<file path="src/rtl/mips_multicycle_ctrl.sv">
// Multicycle MIPS32 main-control FSM: one ALU, one memory port, mem_ready stalls.
// Build option: CTRL_ILLEGAL_TRAP_EN makes an illegal opcode halt in TRAP.
module mips_multicycle_ctrl #(
  parameter int ALUOP_W       = 2,
  parameter int STATE_W       = 4,
  parameter int USE_MEM_READY = 1
) (
  input  logic               clk,
  input  logic               rst_n,
  input  logic [5:0]         Opcode,
  input  logic               Zero,
  input  logic               mem_ready,
  output logic               IorD,
  output logic               MemRead,
  output logic               MemWrite,
  output logic               IRWrite,
  output logic               RegDst,
  output logic               MemToReg,
  output logic               RegWrite,
  output logic               ALUSrcA,
  output logic [1:0]         ALUSrcB,
  output logic [ALUOP_W-1:0] ALUOp,
  output logic [1:0]         PCSrc,
  output logic               PCEn,
  output logic               illegal,
  output logic [STATE_W-1:0] dbg_state
);

  localparam logic [5:0] OP_R    = 6'b000000;
  localparam logic [5:0] OP_J    = 6'b000010;
  localparam logic [5:0] OP_BEQ  = 6'b000100;
  localparam logic [5:0] OP_BNE  = 6'b000101;
  localparam logic [5:0] OP_ADDI = 6'b001000;
  localparam logic [5:0] OP_SLTI = 6'b001010;
  localparam logic [5:0] OP_LW   = 6'b100011;
  localparam logic [5:0] OP_SW   = 6'b101011;

  typedef enum logic [STATE_W-1:0] {
    S_IDLE    = STATE_W'(0),
    S_FETCH   = STATE_W'(1),
    S_DECODE  = STATE_W'(2),
    S_MEMADR  = STATE_W'(3),
    S_MEMRD   = STATE_W'(4),
    S_MEMWB   = STATE_W'(5),
    S_MEMWR   = STATE_W'(6),
    S_REXEC   = STATE_W'(7),
    S_RWB     = STATE_W'(8),
    S_BRANCH  = STATE_W'(9),
    S_IEXEC   = STATE_W'(10),
    S_IWB     = STATE_W'(11),
    S_JUMP    = STATE_W'(12),
    S_ILLEGAL = STATE_W'(13),
    S_TRAP    = STATE_W'(14)
  } state_t;

  state_t     r_state;
  state_t     w_next;
  logic       r_illegal;
  logic       w_rdy;
  logic [1:0] w_aluop;

  assign w_rdy     = (USE_MEM_READY != 0) ? mem_ready : 1'b1;
  assign ALUOp     = ALUOP_W'(w_aluop);
  assign illegal   = r_illegal;
  assign dbg_state = r_state;

  // State register; async reset aborts any access in flight.
  always_ff @(posedge clk or negedge rst_n) begin
    if (!rst_n) r_state <= S_IDLE;
    else        r_state <= w_next;
  end

  // Sticky illegal flag, raised as the FSM enters ILLEGAL.
  always_ff @(posedge clk or negedge rst_n) begin
    if (!rst_n)                    r_illegal <= 1'b0;
    else if (w_next == S_ILLEGAL)  r_illegal <= 1'b1;
  end

  // Next-state and Moore outputs (FETCH/BRANCH enables qualified).
  always_comb begin
    w_next   = S_IDLE;
    IorD     = 1'b0;
    MemRead  = 1'b0;
    MemWrite = 1'b0;
    IRWrite  = 1'b0;
    RegDst   = 1'b0;
    MemToReg = 1'b0;
    RegWrite = 1'b0;
    ALUSrcA  = 1'b0;
    ALUSrcB  = 2'b00;
    w_aluop  = 2'b00;
    PCSrc    = 2'b00;
    PCEn     = 1'b0;
    case (r_state)
      S_IDLE: w_next = S_FETCH;
      S_FETCH: begin
        MemRead = 1'b1;
        ALUSrcB = 2'b01;
        IRWrite = w_rdy;
        PCEn    = w_rdy;
        w_next  = w_rdy ? S_DECODE : S_FETCH;
      end
      S_DECODE: begin
        ALUSrcB = 2'b11;
        case (Opcode)
          OP_LW, OP_SW:     w_next = S_MEMADR;
          OP_R:             w_next = S_REXEC;
          OP_BEQ, OP_BNE:   w_next = S_BRANCH;
          OP_ADDI, OP_SLTI: w_next = S_IEXEC;
          OP_J:             w_next = S_JUMP;
          default:          w_next = S_ILLEGAL;
        endcase
      end
      S_MEMADR: begin
        ALUSrcA = 1'b1;
        ALUSrcB = 2'b10;
        w_next  = (Opcode == OP_SW) ? S_MEMWR : S_MEMRD;
      end
      S_MEMRD: begin
        MemRead = 1'b1;
        IorD    = 1'b1;
        w_next  = w_rdy ? S_MEMWB : S_MEMRD;
      end
      S_MEMWB: begin
        MemToReg = 1'b1;
        RegWrite = 1'b1;
        w_next   = S_FETCH;
      end
      S_MEMWR: begin
        MemWrite = 1'b1;
        IorD     = 1'b1;
        w_next   = w_rdy ? S_FETCH : S_MEMWR;
      end
      S_REXEC: begin
        ALUSrcA = 1'b1;
        w_aluop = 2'b10;
        w_next  = S_RWB;
      end
      S_RWB: begin
        RegDst   = 1'b1;
        RegWrite = 1'b1;
        w_next   = S_FETCH;
      end
      S_BRANCH: begin
        ALUSrcA = 1'b1;
        w_aluop = 2'b01;
        PCSrc   = 2'b01;
        PCEn    = (Opcode == OP_BEQ) ? Zero : ~Zero;
        w_next  = S_FETCH;
      end
      S_IEXEC: begin
        ALUSrcA = 1'b1;
        ALUSrcB = 2'b10;
        w_aluop = (Opcode == OP_SLTI) ? 2'b11 : 2'b00;
        w_next  = S_IWB;
      end
      S_IWB: begin
        RegWrite = 1'b1;
        w_next   = S_FETCH;
      end
      S_JUMP: begin
        PCSrc  = 2'b10;
        PCEn   = 1'b1;
        w_next = S_FETCH;
      end
`ifdef CTRL_ILLEGAL_TRAP_EN
      S_ILLEGAL: w_next = S_TRAP;
      S_TRAP:    w_next = S_TRAP;
`else
      S_ILLEGAL: w_next = S_FETCH;
`endif
      default: w_next = S_IDLE;
    endcase
  end

endmodule

</file>
<file path="config.mk">
export PLATFORM = sky130hd
export DESIGN_NAME = mips_multicycle_ctrl
export DESIGN_NICKNAME = d
export VERILOG_FILES = /design/src/rtl/mips_multicycle_ctrl.sv
export SDC_FILE = /design/constraint.sdc
export NUM_CORES = 1
export LEC_CHECK = 0
export CAP_MARGIN = 20
export CORE_ASPECT_RATIO = 1.1
export CORE_MARGIN = 1
export CORE_UTILIZATION = 40
export CTS_CLUSTER_DIAMETER = 50
export CTS_CLUSTER_SIZE = 25
export DETAILED_ROUTE_END_ITERATION = 16
export PLACE_DENSITY = 0.78
export RECOVER_POWER = 100
export SYNTH_ARGS = -nofsm -noshare
export SYNTH_HDL_FRONTEND = slang
export SYNTH_SLANG_ARGS = --single-unit
</file>
<file path="constraint.sdc">
create_clock -name clk -period 1.8 [get_ports clk]
set_input_delay 0.18 -clock clk [delete_from_list [all_inputs] [get_ports clk]]
set_output_delay 0.18 -clock clk [all_outputs]
set_load 0.01 [all_outputs]
</file>
==> impl_metrics.yaml <==
outcome:
  result_of_the_run: "finished, final reports clean"
floorplan:
  core_um2: 1558
  chipWidth_um: 40.82
  rows: 15
  die_y_um: 44.71
  fp.dieArea_um2: 1825
  initial_core_util_pct: 42.57
  design.portCount: 30
setup_path:
  critical_path_depth: 7
  crit_fanout: 3
  r2r_slack_ns: 0.14
  critical_path_buf_inv_count: 2
  worst_path_largest_cell_delay_ns: 0.56
  rr_worst_depth: 6
  critPathTopFamily: "simple AND/OR/NAND/NOR gates"
  setup.worst_path.end_class: "output pin"
  rr_endpoint: "illegal"
  critical_path_required_ns: 1.62
  timing.critical_path.from_type: "primary input"
  critPathSlowestCell: "sky130_fd_sc_hd__or4_4"
  worst_reg2reg_startpoint: "dbg_state[2]"
  critical_path_class: "primary input to output pin"
  crit_chain: "buf_6, or4_4, nor3_4, and3b_1, o211ai_1, a21oi_1, buf_2"
  critPathArrivalTime_ns: 1.61
clock_tree:
  clock-sinks: 5
  cts_tree: "yes"
  clock_tree.htree_level_count: 1
  worst_case_clock_buffer_depth: 2
  clock_tree.root_cell: "sky130_fd_sc_hd__clkbuf_4"
  clk_pin_slew_worst_paths_ns: 0.04
  number_of_buffers_inserted_during_clock_tree_synthesis: 3
  clock_insertion_delay_worst_skew_ns: 0.24
routing:
  route.antenna.remaining_nets: 0
  post_drt_wl_per_cell_um: 13.66
  wl_mm: 2.077
  drt_first_iter_violations: 20
  drt_drc_violations_left: 0
  vias: 858
  routed_via_density: 5.645
  detail_route.first_pass.iterations: 4
logic_synthesis:
  synthArstFlopShare_pct: 100.0
  muxShareOfSynthArea_pct: 3.019
  ys_seq_elements: 5
  synth_fp_nets: 96
  main_combinational_cell_family_by_area_after_synthesis: "simple AND/OR/NAND/NOR gates"
  synth-compound-area-share_pct: 24.91
  synth_cell_types: 36
  yosysWarningCount: 0
  synth-xor-area-share_pct: 1.321
  syn_area_um2: 663.1
  synth_adder_area_share_pct: 0
  avgSynthCellArea_um2: 7.711
  synthSimpleGateAreaFrac_pct: 42.08
  most_used_flip_flop_cell_after_synthesis: "sky130_fd_sc_hd__dfrtp_1"
  syn-instance-count: 86
  seq_area_frac_synth_pct: 18.87
  synth_enable_flop_cells: 0
cells_and_area:
  area_delta_synth_final_pct: 72.83
  final-instance-count-excl-fill: 152
  fillCellCount: 131
  finish.utilization_pct: 73.57
  drive_gt1_share_pct: 34.07
  mostFrequentLayoutCells: "sky130_fd_sc_hd__buf_4, sky130_fd_sc_hd__dlygate4sd2_1, sky130_fd_sc_hd__clkdlybuf4s50_1"
  layout_commonest_cell: "sky130_fd_sc_hd__buf_4"
  num-nets-final: 146
  diodes_inserted: 0
timing:
  tmin_final_ns: 1.786
  max_slew.worst_pin.slew_ns: 0.4524
  worst_slew_margin_rel_pct: 69.45
  setup-tns-final_ns: 0
  skew_ns: 0.0001855
  setup_viol_count_final: 0
  unrepaired_setup_endpoints_after_global_routing: "true"
  final-hold-violation-count: 0
  layout_worst_path_cycle_share_pct: 99.24
  fmax_mhz: 559.8
  timing_max_transition_violations_final: 0
  worst_hold_slack_ns: 0.2293
global_routing:
  first_global_vias: 734
  gr-total-overflow: 0
  met1_usage_pct: 28.26
  grt_pass1_wl_mm: 3.036
  globalRoute.busiestLayer: "met2"
  grt_usage_pct: 24.05
  number_of_antenna_violations_at_the_first_check_in_global_routing: 0
  grt_max_degree: 15
  met2_use_gr_pct: 42.50
  gr-usage-met3_pct: 3.941
job:
  drv.max_cap_violation_count: 0
pwr:
  irDropWorstVdd_v: 0.001113
  static-leakage-power_nw: 0.5211
  cellPowerDensity_nw_per_um2: 1375
min_path:
  hold_class: "primary input to asynchronous set/reset pin"
placement:
  dp_hpwl_mm: 1.539
  numPortBuffers: 29
  place_inst: 143
  routabilityCongestion: 0.8753
[how the worst max path moves through the flow]
stage / start / endpoint / slack (ns)
final: Opcode[3] / PCEn / 0.01
after global routing: Opcode[2] / PCEn / -0.06
after CTS: Opcode[5] / PCEn / -0.02
after detailed placement: Opcode[0] / PCEn / -0.59
after global placement: Opcode[0] / PCEn / -0.55
after floorplan: dbg_state[0] / ALUOp[1] / 0.23
[state kept, by name (all words and copies together), names as in the netlist]
name and cells:
illegal 1, dbg_state 4
[worst register-to-register path, delay by kind of cell, from the launching register on]
kind	cells	cell delay, ns
AOI/OAI and AO/OA	2	0.70
buffers and inverters	3	0.33
DFF	1	0.42
and+or+nand+nor	1	0.09
[through the flow]
stage | setup WS, ns | cell area, um^2 | power, mW
2_1_floorplan | 0.2336 | 663.1 | 0.8720
3_3_place_gp | -0.5545 | 1049 | 1.383
3_5_place_dp | -0.5877 | 1049 | 1.407
4_1_cts | -0.01573 | 1159 | 1.611
5_1_grt | -0.06220 | 1146 | 1.706
6_report | 0.01364 | 1146 | 1.576
[synth_stat cells (2+ instances only)]
cell type | count | area [um^2]
sky130_fd_sc_hd__nand3b_1 | 3 | 22.52
sky130_fd_sc_hd__clkbuf_1 | 2 | 7.510
sky130_fd_sc_hd__o211ai_1 | 2 | 15.01
sky130_fd_sc_hd__o21ai_0 | 6 | 30.03
sky130_fd_sc_hd__a21boi_0 | 3 | 22.52
sky130_fd_sc_hd__nand2_1 | 6 | 22.52
sky130_fd_sc_hd__nor2b_1 | 6 | 37.54
sky130_fd_sc_hd__nand2b_1 | 5 | 31.28
sky130_fd_sc_hd__nor3_1 | 5 | 25.02
sky130_fd_sc_hd__a21oi_1 | 3 | 15.01
sky130_fd_sc_hd__clkbuf_8 | 2 | 27.53
sky130_fd_sc_hd__nand4b_1 | 2 | 17.52
sky130_fd_sc_hd__inv_1 | 3 | 11.26
sky130_fd_sc_hd__nand4_1 | 3 | 18.77
sky130_fd_sc_hd__nand3_1 | 2 | 10.01
sky130_fd_sc_hd__nor2_1 | 8 | 30.03
sky130_fd_sc_hd__dfrtp_1 | 5 | 125.1
sky130_fd_sc_hd__mux2i_1 | 2 | 20.02
[what timing repair did]
action | 4_1_cts | 5_1_grt
endpoints found under the setup margin | 14 | 5
hold buffers | 0 | 0
cloned | 0 | 0
resized for setup | 36 | 18
pin swaps | 4 | 5
setup buffers | 5 | 0
[per-layer routing]
layer,vias to the layer above,part of all wire (%)
li1,418,-
met1,408,40
met2,30,55
met3,2,4.7
met4,0,0.67
met5,-,0
[power breakdown]
part           switching [mW]  internal (mW)  leakage (nW)  total [mW]
Combinational           0.597          0.616         0.446        1.21
Sequential             0.0688          0.168        0.0599       0.237
Clock                  0.0429         0.0836        0.0150       0.127
[cell families (layout without fill, tap and decap cells)]
| family | after synthesis | count (layout) |
|---|---|---|
| flip-flops | 5 | 5 |
| AND/OR/NAND/NOR | 48 | 48 |
| multiplexers | 2 | 2 |
| AO/OA/AOI/OAI | 21 | 21 |
| buffers and inverters | 9 | 58 |
| XOR/XNOR | 1 | 1 |
[area by class of cell]
| cell class | count | area, um^2 | area share [%] |
|---|---|---|---|
| sequential | 5 | 127.6 | 11.14 |
| inverter | 3 | 11.26 | 0.9825 |
| timing repair buffer | 51 | 431.7 | 37.66 |
| tap | 17 | 21.27 | 1.856 |
| clock buffer | 4 | 26.28 | 2.293 |
| multi-input combinational | 72 | 528.0 | 46.07 |
(Power assumes the default switching activity.)
